File: src/rtl/ro_puf_pkg.sv
// Shared types and defaults for the ring-oscillator PUF controller.
// Holds the sequencer state encoding and the challenge select extractor.
package ro_puf_pkg;

  typedef enum logic [2:0] {
    ST_IDLE,
    ST_SETTLE,
    ST_MEASURE,
    ST_COMPARE,
    ST_DONE
  } state_e;

  localparam int SEL_W_DEF      = 4;
  localparam int CNT_W_DEF      = 4;
  localparam int NUM_BITS_DEF   = 8;
  localparam int SETTLE_CYC_DEF = 4;
  localparam int WINDOW_CYC_DEF = 64;

  // Upper bounds for the generic extractor; challenges are zero-extended to CHAL_MAX_W.
  localparam int CHAL_MAX_W = 1024;
  localparam int CHAL_IDX_W = $clog2(CHAL_MAX_W);
  localparam int SEL_MAX_W  = 16;

  // Returns select slot 'slot' (sel0 of pair i is slot 2i, sel1 is slot 2i+1).
  function automatic logic [SEL_MAX_W-1:0] sel_extract(input logic [CHAL_MAX_W-1:0] chal,
                                                       input int slot,
                                                       input int sel_w);
    logic [SEL_MAX_W-1:0] r;
    r = '0;
    for (int b = 0; b < SEL_MAX_W; b++) begin
      if (b < sel_w) r[b] = chal[CHAL_IDX_W'(slot * sel_w + b)];
    end
    return r;
  endfunction

endpackage

File: src/rtl/ro_puf_window_timer.sv
// Loadable down-counter shared by the SETTLE and MEASURE intervals.
// expire_o is high in the last cycle of a loaded interval.
module ro_puf_window_timer #(
  parameter int W = 7
) (
  input  logic         clk,
  input  logic         reset,
  input  logic         load_i,
  input  logic [W-1:0] value_i,
  output logic         expire_o
);

  logic [W-1:0] count_q, count_d;

  always_comb begin
    count_d = count_q;
    if (load_i)              count_d = value_i;
    else if (count_q != '0)  count_d = count_q - W'(1);
  end

  always_ff @(posedge clk or posedge reset) begin
    if (reset) count_q <= '0;
    else       count_q <= count_d;
  end

  assign expire_o = (count_q == W'(1));

endmodule

File: src/rtl/ro_puf_ctrl.sv
// Ring-oscillator PUF sequencer: per challenge pair settle, count, compare into one response bit.
// Optional RO_PUF_CTRL_TIE_MASK_EN adds a tie_mask output flagging equal counts per bit.
module ro_puf_ctrl
  import ro_puf_pkg::*;
#(
  parameter int SEL_W      = SEL_W_DEF,
  parameter int CNT_W      = CNT_W_DEF,
  parameter int NUM_BITS   = NUM_BITS_DEF,
  parameter int SETTLE_CYC = SETTLE_CYC_DEF,
  parameter int WINDOW_CYC = WINDOW_CYC_DEF
) (
  input  logic                        clk,
  input  logic                        reset,
  input  logic                        start,
  input  logic [2*NUM_BITS*SEL_W-1:0] challenge,
  output logic                        busy,
  output logic                        done,
  output logic [NUM_BITS-1:0]         response,
  output logic                        err,
  output logic [SEL_W-1:0]            sel0,
  output logic [SEL_W-1:0]            sel1,
  output logic                        cnt_clr,
  output logic                        cnt_en,
  input  logic [CNT_W-1:0]            cnt0,
  input  logic [CNT_W-1:0]            cnt1
`ifdef RO_PUF_CTRL_TIE_MASK_EN
  ,
  output logic [NUM_BITS-1:0]         tie_mask
`endif
);

  localparam int CHAL_W  = 2 * NUM_BITS * SEL_W;
  localparam int IDX_W   = (NUM_BITS > 1) ? $clog2(NUM_BITS) : 1;
  localparam int TMR_MAX = (SETTLE_CYC > WINDOW_CYC) ? SETTLE_CYC : WINDOW_CYC;
  localparam int TMR_W   = $clog2(TMR_MAX) + 1;
  localparam logic [IDX_W-1:0] LAST_IDX = IDX_W'(NUM_BITS - 1);

  state_e               state_q;
  logic [CHAL_W-1:0]    chal_q;
  logic [IDX_W-1:0]     idx_q;
  logic                 busy_q, done_q, err_q, cnt_clr_q, cnt_en_q;
  logic [NUM_BITS-1:0]  response_q;
  logic [SEL_W-1:0]     sel0_q, sel1_q;

  logic                 tmr_load, tmr_expire, last_pair;
  logic [TMR_W-1:0]     tmr_value;
  logic [SEL_W-1:0]     first_sel0_d, first_sel1_d, next_sel0_d, next_sel1_d;

  assign last_pair = (idx_q == LAST_IDX);

  // Pair 0 comes straight from the port so its selects are valid in the first SETTLE cycle.
  assign first_sel0_d = SEL_W'(sel_extract(CHAL_MAX_W'(challenge), 0, SEL_W));
  assign first_sel1_d = SEL_W'(sel_extract(CHAL_MAX_W'(challenge), 1, SEL_W));
  assign next_sel0_d  = SEL_W'(sel_extract(CHAL_MAX_W'(chal_q), 2 * (int'(idx_q) + 1), SEL_W));
  assign next_sel1_d  = SEL_W'(sel_extract(CHAL_MAX_W'(chal_q), 2 * (int'(idx_q) + 1) + 1, SEL_W));

  always_comb begin
    tmr_load  = 1'b0;
    tmr_value = TMR_W'(SETTLE_CYC);
    case (state_q)
      ST_IDLE:    tmr_load = start;
      ST_SETTLE: begin
        tmr_load  = tmr_expire;
        tmr_value = TMR_W'(WINDOW_CYC);
      end
      ST_COMPARE: tmr_load = !last_pair;
      default:    tmr_load = 1'b0;
    endcase
  end

  ro_puf_window_timer #(.W(TMR_W)) u_timer (
    .clk      (clk),
    .reset    (reset),
    .load_i   (tmr_load),
    .value_i  (tmr_value),
    .expire_o (tmr_expire)
  );

  always_ff @(posedge clk or posedge reset) begin
    if (reset) begin
      state_q    <= ST_IDLE;
      chal_q     <= '0;
      idx_q      <= '0;
      busy_q     <= 1'b0;
      done_q     <= 1'b0;
      err_q      <= 1'b0;
      response_q <= '0;
      sel0_q     <= '0;
      sel1_q     <= '0;
      cnt_clr_q  <= 1'b1;
      cnt_en_q   <= 1'b0;
    end else begin
      done_q <= 1'b0;
      case (state_q)
        ST_IDLE: begin
          cnt_clr_q <= 1'b1;
          cnt_en_q  <= 1'b0;
          if (start) begin
            chal_q     <= challenge;
            response_q <= '0;
            err_q      <= 1'b0;
            idx_q      <= '0;
            sel0_q     <= first_sel0_d;
            sel1_q     <= first_sel1_d;
            busy_q     <= 1'b1;
            state_q    <= ST_SETTLE;
          end
        end
        ST_SETTLE: if (tmr_expire) begin
          cnt_clr_q <= 1'b0;
          cnt_en_q  <= 1'b1;
          state_q   <= ST_MEASURE;
        end
        // Counters stay un-cleared through COMPARE so the sampled counts are frozen.
        ST_MEASURE: if (tmr_expire) begin
          cnt_en_q <= 1'b0;
          state_q  <= ST_COMPARE;
        end
        ST_COMPARE: begin
          response_q[idx_q] <= (cnt0 > cnt1);
          if (sel0_q == sel1_q) err_q <= 1'b1;
          cnt_clr_q <= 1'b1;
          if (!last_pair) begin
            idx_q   <= idx_q + IDX_W'(1);
            sel0_q  <= next_sel0_d;
            sel1_q  <= next_sel1_d;
            state_q <= ST_SETTLE;
          end else begin
            state_q <= ST_DONE;
          end
        end
        ST_DONE: begin
          done_q    <= 1'b1;
          busy_q    <= 1'b0;
          cnt_clr_q <= 1'b1;
          state_q   <= ST_IDLE;
        end
        default: state_q <= ST_IDLE;
      endcase
    end
  end

`ifdef RO_PUF_CTRL_TIE_MASK_EN
  logic [NUM_BITS-1:0] tie_mask_q;

  always_ff @(posedge clk or posedge reset) begin
    if (reset)                            tie_mask_q <= '0;
    else if (state_q == ST_IDLE && start) tie_mask_q <= '0;
    else if (state_q == ST_COMPARE)       tie_mask_q[idx_q] <= (cnt0 == cnt1);
  end

  assign tie_mask = tie_mask_q;
`else
  // Ties simply resolve to a 0 response bit; nothing further is tracked.
`endif

  assign busy     = busy_q;
  assign done     = done_q;
  assign err      = err_q;
  assign response = response_q;
  assign sel0     = sel0_q;
  assign sel1     = sel1_q;
  assign cnt_clr  = cnt_clr_q;
  assign cnt_en   = cnt_en_q;

endmodule

File: config.mk
export PLATFORM = sky130hd
export DESIGN_NAME = ro_puf_ctrl
export DESIGN_NICKNAME = d
export VERILOG_FILES = /design/src/rtl/ro_puf_pkg.sv /design/src/rtl/ro_puf_window_timer.sv /design/src/rtl/ro_puf_ctrl.sv
export SDC_FILE = /design/constraint.sdc
export NUM_CORES = 1
export LEC_CHECK = 0
export BUFFER_PORTS_ARGS = -buffer_cell sky130_fd_sc_hd__buf_4
export CAP_MARGIN = 20
export CORE_MARGIN = 4
export CORE_UTILIZATION = 30
export DETAILED_ROUTE_END_ITERATION = 8
export GPL_TIMING_DRIVEN = 0
export PLACE_DENSITY = 0.51
export SYNTH_ARGS = -nofsm -noshare
export SYNTH_HDL_FRONTEND = slang
export SYNTH_SLANG_ARGS = --single-unit
File: constraint.sdc
create_clock -name clk -period 2.9 [get_ports clk]
set_input_delay 0.145 -clock clk [delete_from_list [all_inputs] [get_ports clk]]
set_output_delay 0.145 -clock clk [all_outputs]
set_load 0.005 [all_outputs]
==> flow_summary.ini <==
[min_path]
min_delay_path_depth = 3
hp-class = primary input to flop
whs_endpoint = chal_q[13]$_DFFE_PP0P_
hp-start = challenge[13]

[place]
gp_congestion = 0.7708
place_hpwl_um = 9572
dp_slack_ns = 0.7584
portBuffers = 95
post-place-cells = 810

[sta]
fin_crit_ns = 2.147
finalHoldViolCount = 0
max_freq_mhz = 465.8
setup_slack_ns = 0.7530
finalClockSkew_ns = 0.007079
hold_ws_ns = 0.002808
setup_viol = 0
drv_slew = 0
min_period_over_period = 0.7404
maxSlewHeadroom = 0.5629
tns_ns = 0
worstMarginPinSlew_ns = 0.6556
rsz0062_at_grt = no

[detailed_routing]
ant_nets = 0
routed-via-count = 3962
drtIter0Drc = 244
via_per_inst = 4.575
wl_um = 13230
wl_per_cell_um = 15.27
drcViolationCount = 0
first_pass_iters = 4

[yosys]
async_flop_share = 1.000
syn-num-nets = 586
yosysUniqueCellTypes = 54
synth_area_leaders = dfrtp_1 51%, nand2_1 17%, mux2i_1 4.4%, mux4_2 3.8%, ha_1 2.1%
ys_seq_area_frac = 0.5174
synth_ff_type = dfrtp_1
yosysMostFrequentCell = nand2_1
ys_warn_count = 0
yosysTopAreaCell = dfrtp_1
ys_ff_latch = 98
synth_commonest_cells = 209 x nand2_1, 97 x dfrtp_1, 21 x mux2i_1
synth-edff-count = 0
netlist_area_um2 = 4742
synth_top_area_frac = 0.5119
syn_inst = 503
synth_area_per_cell_um2 = 9.428

[die]
fp.dieH_um = 133.7
pin_count = 96
start_util = 0.3085
dieArea_um2 = 17880
core_area_um2 = 15370
die_x_um = 133.7
floorplan.rows = 45

[clock_network]
post_cts_buffers = 0
cts_htree_levels = 3
cts_buffer_depth = 2
cts_resized = 0
clkSinkCount = 98
clkSlewWorstSetupHoldPaths_ns = 0.07
clkLatencyLatePin_ns = 0.35
cts_buffers = 9
hold_buffers = 39
root_buffer = clkbuf_16
cts_tree = yes

[worst_setup_path]
crit_fanout = 10
r2r_start = idx_q[0]$_DFFE_PP0P_
startpoint = idx_q[0]$_DFFE_PP0P_
required_ns = 3.12
reg2reg_slack_ns = 0.75
endpoint_kind = flop
criticalPathCategory = flop to flop
cp-start-kind = flop
worstRegToRegCells = 5
r2r_end = sel0[2]$_DFFE_PP0P_
crit_arrival_ns = 2.37

[final_layout]
area_delta_synth_final_pct = 36.83
drive_gt1_frac = 0.2412
final_nets = 733
layout.cells.non_filler = 866
n_antenna_cell = 0
fill_cells = 1532
utilization = 0.4221

[grt]
grt_max_degree = 51
grt_pass1_vias = 4093
antenna_found_initial = 0
grt_usage = 0.1515
grt_overflow = 0
grt_pass1_wl_um = 21360

[power_and_ir_drop]
p_per_area_nw_per_um2 = 972.5
leakage_uw = 0.003224
vdd_ir_drop_max_mv = 0.4096

[run_status]
outcome = completed

[job]
cap_violations = 0
## area by class of cell
| type | count | area (um^2) | share of cell area |
|---|---|---|---|
| sequential | 98 | 2454 | 0.3781 |
| clock buffer | 12 | 266.5 | 0.04107 |
| clock inverter | 4 | 72.57 | 0.01118 |
| inverter | 14 | 55.05 | 0.008484 |
| timing repair buffer | 136 | 1141 | 0.1759 |
| multi-input combinational | 364 | 2079 | 0.3205 |
| buffer | 27 | 156.4 | 0.02410 |
| tap | 211 | 264.0 | 0.04069 |
## worst max path at each step
stage / end / slack, ns / cells past startpoint
after CTS: sel0[2]$_DFFE_PP0P_ / 0.74 / 5
after floorplan: busy$_DFFE_PP0P_ / 0.19 / 1
after global placement: chal_q[32]$_DFFE_PP0P_ / -1.07 / 2
after global routing: sel1[1]$_DFFE_PP0P_ / 0.60 / 6
after detailed placement: sel0[2]$_DFFE_PP0P_ / 0.76 / 5
final: sel0[2]$_DFFE_PP0P_ / 0.75 / 5
## cells in the final DEF, fill, tap and decap left out, drive strengths merged, types with 8 or more instances in the layout
cell         netlist  layout
mux2i             21      21
inv               13      13
a21oi             14      14
mux4               8       8
a22oi              8       8
buf               18     114
nor2              19      19
nand2            209     209
clkbuf             9      21
dfrtp             97      97
o211ai             9       9
dlygate4sd3        0      40
o21ai             17      17
ha                 8       8
## metal layers
| metal | global-route usage | vias to the layer above | share of wire |
|---|---|---|---|
| met5 | 0 | - | 0 |
| met4 | 0.04686 | 0 | 0.016 |
| met3 | 0.02681 | 14 | 0.049 |
| met2 | 0.2487 | 95 | 0.48 |
| met1 | 0.2043 | 1882 | 0.46 |
| li1 | - | 1971 | - |
## registers in the layout (all words and copies together) (netlist names)
signal           flops
state_q              3
busy                 1
response             8
done                 1
sel0                 4
idx_q                3
cnt_clr              1
u_timer.count_q      7
chal_q              64
sel1                 4
err                  1
cnt_en               1
## power breakdown
| group | total, uW | internal, uW | switching (uW) |
|---|---|---|---|
| clock | 1340 | 825 | 519 |
| combinational | 2600 | 1200 | 1400 |
| sequential | 2360 | 1970 | 396 |
| total | 6310 | 3990 | 2320 |
## metrics by stage
stage                     instance area [um^2]  total power [uW]
after floorplan                           4742              4058
after global placement                    5719              4918
after detailed placement                  5749              4989
after CTS                                 6479              6397
after global routing                      6489              6790
final                                     6489              6310
## critical path, stage by stage (launching register included)
cell      delay (ns)
dfrtp_1         0.45
ha_1            0.34
buf_2           0.35
mux4_2          0.58
o211ai_1        0.22
a21oi_2         0.08
## cell families after synthesis
logic type,Yosys count,share of synthesized area
buffers and inverters,41,0.04406
XOR/XNOR,5,0.009234
AO/OA/AOI/OAI,66,0.09710
multiplexers,30,0.08470
AND/OR/NAND/NOR,255,0.2264
adder cells (fa/ha/maj),8,0.02111
flip-flops,98,0.5174
(Power assumes the default switching activity.)
